### config.mk
export PLATFORM = sky130hd
export DESIGN_NAME = rename_regfile_flat
export DESIGN_NICKNAME = d
export VERILOG_FILES = /design/src/rtl/rename_regfile_if.sv /design/src/rtl/rename_regfile.sv /design/src/flat_wrapper.sv
export SDC_FILE = /design/constraint.sdc
export NUM_CORES = 2
export LEC_CHECK = 0
export BUFFER_PORTS_ARGS = -buffer_cell sky130_fd_sc_hd__buf_2
export CORE_ASPECT_RATIO = 0.5
export CORE_MARGIN = 4
export CORE_UTILIZATION = 35
export CTS_CLUSTER_SIZE = 20
export DETAILED_ROUTE_END_ITERATION = 10
export PLACE_DENSITY_LB_ADDON = 0.08
export SYNTH_ARGS = -nofsm -noshare
export SYNTH_HDL_FRONTEND = slang
export SYNTH_SLANG_ARGS = --single-unit
### constraint.sdc
create_clock -name clk -period 4.99 [get_ports clk]
set_input_delay 0.2495 -clock clk [delete_from_list [all_inputs] [get_ports clk]]
set_output_delay 0.2495 -clock clk [all_outputs]
set_load 0.02 [all_outputs]
### src/rtl/rename_regfile_if.sv
// Bus bundle between the ROB / dispatch stages and the rename register file.
// Carries the rename request, the commit write, the flush strobe, the global
// enable and both source lookups.
interface rename_regfile_if #(
    parameter int DataWidth = 32,
    parameter int NickWidth = 5
);
    logic                 rdy;
    logic                 iclr;

    logic                 iROB_nick_en;
    logic [NickWidth-1:0] iROB_nick;
    logic [4:0]           iROB_nick_regnm;

    logic                 iRF_en;
    logic [4:0]           iRF_rd_regnm;
    logic [DataWidth-1:0] iRF_rd_dt;
    logic [NickWidth-1:0] iRF_rd_nick;

    logic [4:0]           iDP_rs1_regnm;
    logic [4:0]           iDP_rs2_regnm;
    logic                 oDP_rs1_busy;
    logic                 oDP_rs2_busy;
    logic [NickWidth-1:0] oDP_rs1_nick;
    logic [NickWidth-1:0] oDP_rs2_nick;
    logic [DataWidth-1:0] oDP_rs1_dt;
    logic [DataWidth-1:0] oDP_rs2_dt;

    // ROB / dispatch side
    modport master (
        output rdy, iclr,
        output iROB_nick_en, iROB_nick, iROB_nick_regnm,
        output iRF_en, iRF_rd_regnm, iRF_rd_dt, iRF_rd_nick,
        output iDP_rs1_regnm, iDP_rs2_regnm,
        input  oDP_rs1_busy, oDP_rs2_busy,
        input  oDP_rs1_nick, oDP_rs2_nick,
        input  oDP_rs1_dt, oDP_rs2_dt
    );

    // Register file side
    modport slave (
        input  rdy, iclr,
        input  iROB_nick_en, iROB_nick, iROB_nick_regnm,
        input  iRF_en, iRF_rd_regnm, iRF_rd_dt, iRF_rd_nick,
        input  iDP_rs1_regnm, iDP_rs2_regnm,
        output oDP_rs1_busy, oDP_rs2_busy,
        output oDP_rs1_nick, oDP_rs2_nick,
        output oDP_rs1_dt, oDP_rs2_dt
    );
endinterface

### src/rtl/rename_regfile.sv
// Architectural register file with per-register rename tags.
// Each register holds committed data, a busy flag and the nick of the youngest
// in-flight producer. Dispatch sees either a ready value or the nick to wait on;
// a commit landing this cycle on the awaited producer is forwarded directly.
module rename_regfile #(
    parameter int RegNum    = 32,
    parameter int DataWidth = 32,
    parameter int NickWidth = 5
) (
    input  logic              clk,
    input  logic              rst,
    rename_regfile_if.slave   bus
);

    typedef struct packed {
        logic                 busy;
        logic [NickWidth-1:0] nick;
        logic [DataWidth-1:0] dt;
    } lookup_t;

    logic [RegNum-1:0][DataWidth-1:0] data_r;
    logic [RegNum-1:0]                busy_r;
    logic [RegNum-1:0][NickWidth-1:0] tag_r;

    logic [RegNum-1:0][DataWidth-1:0] data_nxt_s;
    logic [RegNum-1:0]                busy_nxt_s;
    logic [RegNum-1:0][NickWidth-1:0] tag_nxt_s;

    lookup_t rs1_s;
    lookup_t rs2_s;

    // Resolve one source: forward a matching commit, else report the pending
    // producer, else return the stored value.
    function automatic lookup_t lookup_src(
        input logic                 busy,
        input logic [NickWidth-1:0] tag,
        input logic [DataWidth-1:0] data,
        input logic                 commit_hit,
        input logic [NickWidth-1:0] commit_nick,
        input logic [DataWidth-1:0] commit_dt
    );
        lookup_t res;
        if (busy && commit_hit && (commit_nick == tag)) begin
            res.busy = 1'b0;
            res.nick = {NickWidth{1'b0}};
            res.dt   = commit_dt;
        end else if (busy) begin
            res.busy = 1'b1;
            res.nick = tag;
            res.dt   = {DataWidth{1'b0}};
        end else begin
            res.busy = 1'b0;
            res.nick = {NickWidth{1'b0}};
            res.dt   = data;
        end
        return res;
    endfunction

    // Next-state: commit data always lands, a matching commit retires the tag,
    // then flush (or otherwise rename) overrides the busy/tag outcome.
    always_comb begin
        data_nxt_s = data_r;
        busy_nxt_s = busy_r;
        tag_nxt_s  = tag_r;
        data_nxt_s[0] = {DataWidth{1'b0}};
        busy_nxt_s[0] = 1'b0;
        tag_nxt_s[0]  = {NickWidth{1'b0}};
        for (int r = 1; r < RegNum; r++) begin
            if (bus.iRF_en && (bus.iRF_rd_regnm == 5'(r))) begin
                data_nxt_s[r] = bus.iRF_rd_dt;
                if (busy_r[r] && (tag_r[r] == bus.iRF_rd_nick)) begin
                    busy_nxt_s[r] = 1'b0;
                    tag_nxt_s[r]  = {NickWidth{1'b0}};
                end else begin
                    busy_nxt_s[r] = busy_r[r];
                    tag_nxt_s[r]  = tag_r[r];
                end
            end else begin
                data_nxt_s[r] = data_r[r];
            end

            if (bus.iclr) begin
                busy_nxt_s[r] = 1'b0;
                tag_nxt_s[r]  = {NickWidth{1'b0}};
            end else if (bus.iROB_nick_en && (bus.iROB_nick_regnm == 5'(r))) begin
                busy_nxt_s[r] = 1'b1;
                tag_nxt_s[r]  = bus.iROB_nick;
            end else begin
                busy_nxt_s[r] = busy_nxt_s[r];
                tag_nxt_s[r]  = tag_nxt_s[r];
            end
        end
    end

    // State register: async clear, updates only while the pipeline is enabled.
    always_ff @(posedge clk or negedge rst) begin
        if (!rst) begin
            data_r <= {(RegNum*DataWidth){1'b0}};
            busy_r <= {RegNum{1'b0}};
            tag_r  <= {(RegNum*NickWidth){1'b0}};
        end else if (bus.rdy) begin
            data_r <= data_nxt_s;
            busy_r <= busy_nxt_s;
            tag_r  <= tag_nxt_s;
        end else begin
            data_r <= data_r;
            busy_r <= busy_r;
            tag_r  <= tag_r;
        end
    end

    // Source lookups: purely combinational from stored state and the commit port.
    always_comb begin
        rs1_s = lookup_src(busy_r[bus.iDP_rs1_regnm], tag_r[bus.iDP_rs1_regnm],
                           data_r[bus.iDP_rs1_regnm],
                           bus.iRF_en && (bus.iRF_rd_regnm == bus.iDP_rs1_regnm),
                           bus.iRF_rd_nick, bus.iRF_rd_dt);
        rs2_s = lookup_src(busy_r[bus.iDP_rs2_regnm], tag_r[bus.iDP_rs2_regnm],
                           data_r[bus.iDP_rs2_regnm],
                           bus.iRF_en && (bus.iRF_rd_regnm == bus.iDP_rs2_regnm),
                           bus.iRF_rd_nick, bus.iRF_rd_dt);
    end

    assign bus.oDP_rs1_busy = rs1_s.busy;
    assign bus.oDP_rs1_nick = rs1_s.nick;
    assign bus.oDP_rs1_dt   = rs1_s.dt;
    assign bus.oDP_rs2_busy = rs2_s.busy;
    assign bus.oDP_rs2_nick = rs2_s.nick;
    assign bus.oDP_rs2_dt   = rs2_s.dt;

endmodule

### src/flat_wrapper.sv
// flat-port wrapper written by rule: the top's interface ports become plain ports
module rename_regfile_flat 
#(
    parameter int RegNum    = 32,
    parameter int DataWidth = 32,
    parameter int NickWidth = 5
)
  (clk, rst, bus_rdy, bus_iclr, bus_iROB_nick_en, bus_iROB_nick, bus_iROB_nick_regnm, bus_iRF_en, bus_iRF_rd_regnm, bus_iRF_rd_dt, bus_iRF_rd_nick, bus_iDP_rs1_regnm, bus_iDP_rs2_regnm, bus_oDP_rs1_busy, bus_oDP_rs2_busy, bus_oDP_rs1_nick, bus_oDP_rs2_nick, bus_oDP_rs1_dt, bus_oDP_rs2_dt);
  rename_regfile_if #(.DataWidth(DataWidth), .NickWidth(NickWidth)) bus_i ();
  input  logic clk;
  input  logic rst;
  input wire logic [$bits(bus_i.rdy)-1:0] bus_rdy;
  input wire logic [$bits(bus_i.iclr)-1:0] bus_iclr;
  input wire logic [$bits(bus_i.iROB_nick_en)-1:0] bus_iROB_nick_en;
  input wire logic [$bits(bus_i.iROB_nick)-1:0] bus_iROB_nick;
  input wire logic [$bits(bus_i.iROB_nick_regnm)-1:0] bus_iROB_nick_regnm;
  input wire logic [$bits(bus_i.iRF_en)-1:0] bus_iRF_en;
  input wire logic [$bits(bus_i.iRF_rd_regnm)-1:0] bus_iRF_rd_regnm;
  input wire logic [$bits(bus_i.iRF_rd_dt)-1:0] bus_iRF_rd_dt;
  input wire logic [$bits(bus_i.iRF_rd_nick)-1:0] bus_iRF_rd_nick;
  input wire logic [$bits(bus_i.iDP_rs1_regnm)-1:0] bus_iDP_rs1_regnm;
  input wire logic [$bits(bus_i.iDP_rs2_regnm)-1:0] bus_iDP_rs2_regnm;
  output wire logic [$bits(bus_i.oDP_rs1_busy)-1:0] bus_oDP_rs1_busy;
  output wire logic [$bits(bus_i.oDP_rs2_busy)-1:0] bus_oDP_rs2_busy;
  output wire logic [$bits(bus_i.oDP_rs1_nick)-1:0] bus_oDP_rs1_nick;
  output wire logic [$bits(bus_i.oDP_rs2_nick)-1:0] bus_oDP_rs2_nick;
  output wire logic [$bits(bus_i.oDP_rs1_dt)-1:0] bus_oDP_rs1_dt;
  output wire logic [$bits(bus_i.oDP_rs2_dt)-1:0] bus_oDP_rs2_dt;
  assign bus_i.rdy = bus_rdy;
  assign bus_i.iclr = bus_iclr;
  assign bus_i.iROB_nick_en = bus_iROB_nick_en;
  assign bus_i.iROB_nick = bus_iROB_nick;
  assign bus_i.iROB_nick_regnm = bus_iROB_nick_regnm;
  assign bus_i.iRF_en = bus_iRF_en;
  assign bus_i.iRF_rd_regnm = bus_iRF_rd_regnm;
  assign bus_i.iRF_rd_dt = bus_iRF_rd_dt;
  assign bus_i.iRF_rd_nick = bus_iRF_rd_nick;
  assign bus_i.iDP_rs1_regnm = bus_iDP_rs1_regnm;
  assign bus_i.iDP_rs2_regnm = bus_iDP_rs2_regnm;
  assign bus_oDP_rs1_busy = bus_i.oDP_rs1_busy;
  assign bus_oDP_rs2_busy = bus_i.oDP_rs2_busy;
  assign bus_oDP_rs1_nick = bus_i.oDP_rs1_nick;
  assign bus_oDP_rs2_nick = bus_i.oDP_rs2_nick;
  assign bus_oDP_rs1_dt = bus_i.oDP_rs1_dt;
  assign bus_oDP_rs2_dt = bus_i.oDP_rs2_dt;
  rename_regfile #(.RegNum(RegNum), .DataWidth(DataWidth), .NickWidth(NickWidth)) u_core (.clk(clk), .rst(rst), .bus(bus_i));
endmodule
==> metrics.md <==
| Metric | Value |
|---|---|
| Largest net degree at the start of global routing | roughly 140 |
| Mux cell area share after synthesis | 0.405 |
| Compound-cell area share of the yosys netlist | 0.0616 |
| CTS tree | built |
| CTS Buf Count | 119 |
| Die Width | 624 um |
| Final Hold Viols | 0 |
| Final #Nets | around 4600 |
| Wire per inst | between 30 and 40 um |
| Post-synth EDFFs | 0 |
| Sequential fraction of the synthesis area | 0.444 |
| Post-CTS Resized | 0 |
| Worst-path clk slew | 0.07 ns |
| Starting density of the core | 0.354 |
| RSZ-0062 raised after global routing | no |
| Yosys cell types | 67 |
| Layout cells sized above 1 | 0.483 |
| # IOs | 144 |
| Latest clock arrival within the worst-skew pair | approximately 0.75 ns |
| Die Height | approximately 320 um |
| # placed instances | 6879 |
| Largest fanout on the critical path | 23 |
| Async SR Flop Fraction | 1.00 |
| Clk_skew | 0.0384 ns |
| Top post-synthesis cells by area | dfrtp_1 (44%), mux4_2 (21%), mux2_2 (18%) |
| Non-filler cells in the finished layout | 7093 |
| Synth Area in Simple Gates | 0.0344 |
| Yosys warnings | 0 |
| Max-slew headroom | 0.193 |
| Power Total | 25.4 mW |
| XOR/XNOR Fraction of Synth Area | 0.0232 |
| Total congestion overflow | 0 |
| Initial antenna violation count | 3 |
| DRT Wirelength | approximately 250000 um |
| Core area | 188000 um2 |
| Seq cells post-synth | 1178 |
| Die area | 197000 um2 |
| Yosys top cell area share | 0.444 |
| Final slew viol count | 0 |
| Max-Cap Viols | 0 |
| Power per standard cell area | 343 nW/um2 |
| Final HPWL DP | 147000 um |
| Hold Path Class | input pin to register |
| DR vias/cell | 6.19 |
| Final worst-path cycle share | 0.913 |
| Max Root-Sink Buffers | 3 |
| GRT Util Overall | 0.252 |
| Final setup violation count | 0 |
| Fin area | 73800 um2 |
| Final RePlAce weighted congestion | between 0.8 and 0.9 |
| Min cycle time layout | 4.56 ns |
| Largest family of logic cells by synthesized area | multiplexers |
| Port-buffer cells | 143 |
| H-tree depth | 3 |
| Most common cell in the synthesized netlist | dfrtp_1 |
| Num Clock Sinks | roughly 1200 |
| Critical path data arrival time | 4.31 ns |
| Synth cell count leaders | dfrtp_1 (1178), mux2_2 (1077), mux4_2 (621) |
| Syn Inst Count | 4584 |
| Clock root cell | clkbuf_16 |
| Fmax | roughly 220 MHz |
| First-pass GRT wire length | 358000 um |
| Synthesized Nets | 4652 |
| Yosys top cell by area | dfrtp_1 |
| Ys flop type | dfrtp_1 |
| Critical Path RT | 4.74 ns |
| Iteration count of the initial detailed-routing pass | 5 |
| Vias in the first global route | 46205 |
| Syn Std Cell Area | 66300 um2 |
| Startpoint Class | register |
| # DRC | 0 |
| Final antenna-violating net count | 0 |
| DP Area | approximately 70000 um2 |
| Run status | completed |
| Peak VDD IR | just over 0.3 mV |
| Slew @ Worst Pin | roughly 1.2 ns |
| Setup TNS | 0 ns |
| CP Class | register to output port |
| Vias | 43941 |
| Area added between synthesis and finish | 11.3% |
| Synthesized area per cell | 14.5 um2 |
| DR iter-0 viols | 3879 |
| Critical Path Sink Type | output port |
| Row count | 112 |
| Post-Synth Adder-Cell Area | 0 |
| Reg2Reg Setup Slack | 3.00 ns |
| Leakage power | 32.4 nW |
## worst paths after layout
path,start,end,cells past startpoint
worst max-delay path,u_core.tag_r[5],bus_oDP_rs1_nick[2],9
worst min register to register,u_core.data_r[98],u_core.data_r[98],1
max in group asynchronous,rst,u_core.data_r[466],3
min in group asynchronous,rst,u_core.tag_r[69],2
worst min-delay path,bus_iROB_nick_regnm[3],u_core.busy_r[16],3
worst max register to register,u_core.tag_r[145],u_core.tag_r[149],6
## sequential cells by signal, indices dropped and copies added (netlist names)
signal,flops
u_core.busy_r,31
u_core.tag_r,155
u_core.data_r,992
## worst max-delay path: stages, from the launching register on
cell       delay (ns)
dfrtp_1          0.43
mux2_2           0.18
a221oi_1         0.11
a2111oi_0        0.92
a31oi_1          0.09
o211ai_1         0.52
xor2_4           0.32
buf_4            0.55
o311a_1          0.25
buf_2            0.16
## cell type report
class                      instances  area [um2]
inverter                           6        27.5
multi-input combinational       2917       35100
fill                           17407      114000
sequential                      1178       29500
clock inverter                    31         400
timing repair buffer             272        2180
clock buffer                     180        3480
antenna                            1        2.50
tap                             2508        3140
## placed cells by master (no fill, tap or decap), types with 24 or more instances in the layout
cell type / instances
nor3_1: 38
nand2_1: 48
a21o_1: 35
xnor2_1: 82
o31ai_1: 49
a22o_1: 222
clkbuf_1: 35
nand3_1: 70
a22oi_1: 24
buf_2: 133
dfrtp_1: 1178
xor2_1: 93
mux4_2: 621
mux2i_1: 65
buf_12: 34
buf_4: 97
clkbuf_8: 25
nand2b_1: 49
nor4_1: 37
nor2_1: 128
a21oi_1: 25
o211ai_1: 35
clkbuf_16: 120
mux2_2: 1077
## metal layers
| layer | vias to the layer above | GRT usage | share of wire |
|---|---|---|---|
| met1 | 24285 | 0.361 | 0.45 |
| met5 | - | 0 | 0 |
| met2 | 1597 | 0.388 | 0.45 |
| li1 | 17702 | - | - |
| met3 | 357 | 0.0525 | 0.072 |
| met4 | 0 | 0.0715 | 0.031 |
## logic make-up (layout without fill, tap and decap cells)
logic type,Yosys count,in the layout
DFF,1178,1178
other,0,1
and+or+nand+nor,464,464
buffers and inverters,489,489
xor gates and xnor gates,176,176
AOI/OAI and AO/OA,506,506
muxes,1771,1771
## timing repair
| item | in CTS | in global routing |
|---|---|---|
| hold endpoints to repair | 102 | 0 |
| endpoints found under the setup margin | 23 | 0 |
| setup buffers | 1 | 0 |
| hold buffers | 1 | 0 |
## per-stage QoR
step,hold WS (ns),worst slack (ns),util
after floorplan,-0.0461,2.02,-
after global placement,0.345,0.392,0.373
after detailed placement,0.339,0.392,0.373
after CTS,0.00311,0.379,0.394
after global routing,0.0446,0.237,0.394
final,0.0585,0.434,0.394
## power by group
group | switching, mW | internal [mW] | leakage [nW]
logic | 2.17 | 2.47 | 14.7
clock network | 4.14 | 5.15 | 1.91
registers | 0.788 | 10.6 | 15.8
total | 7.10 | 18.3 | 32.4
(Power assumes the default switching activity.)
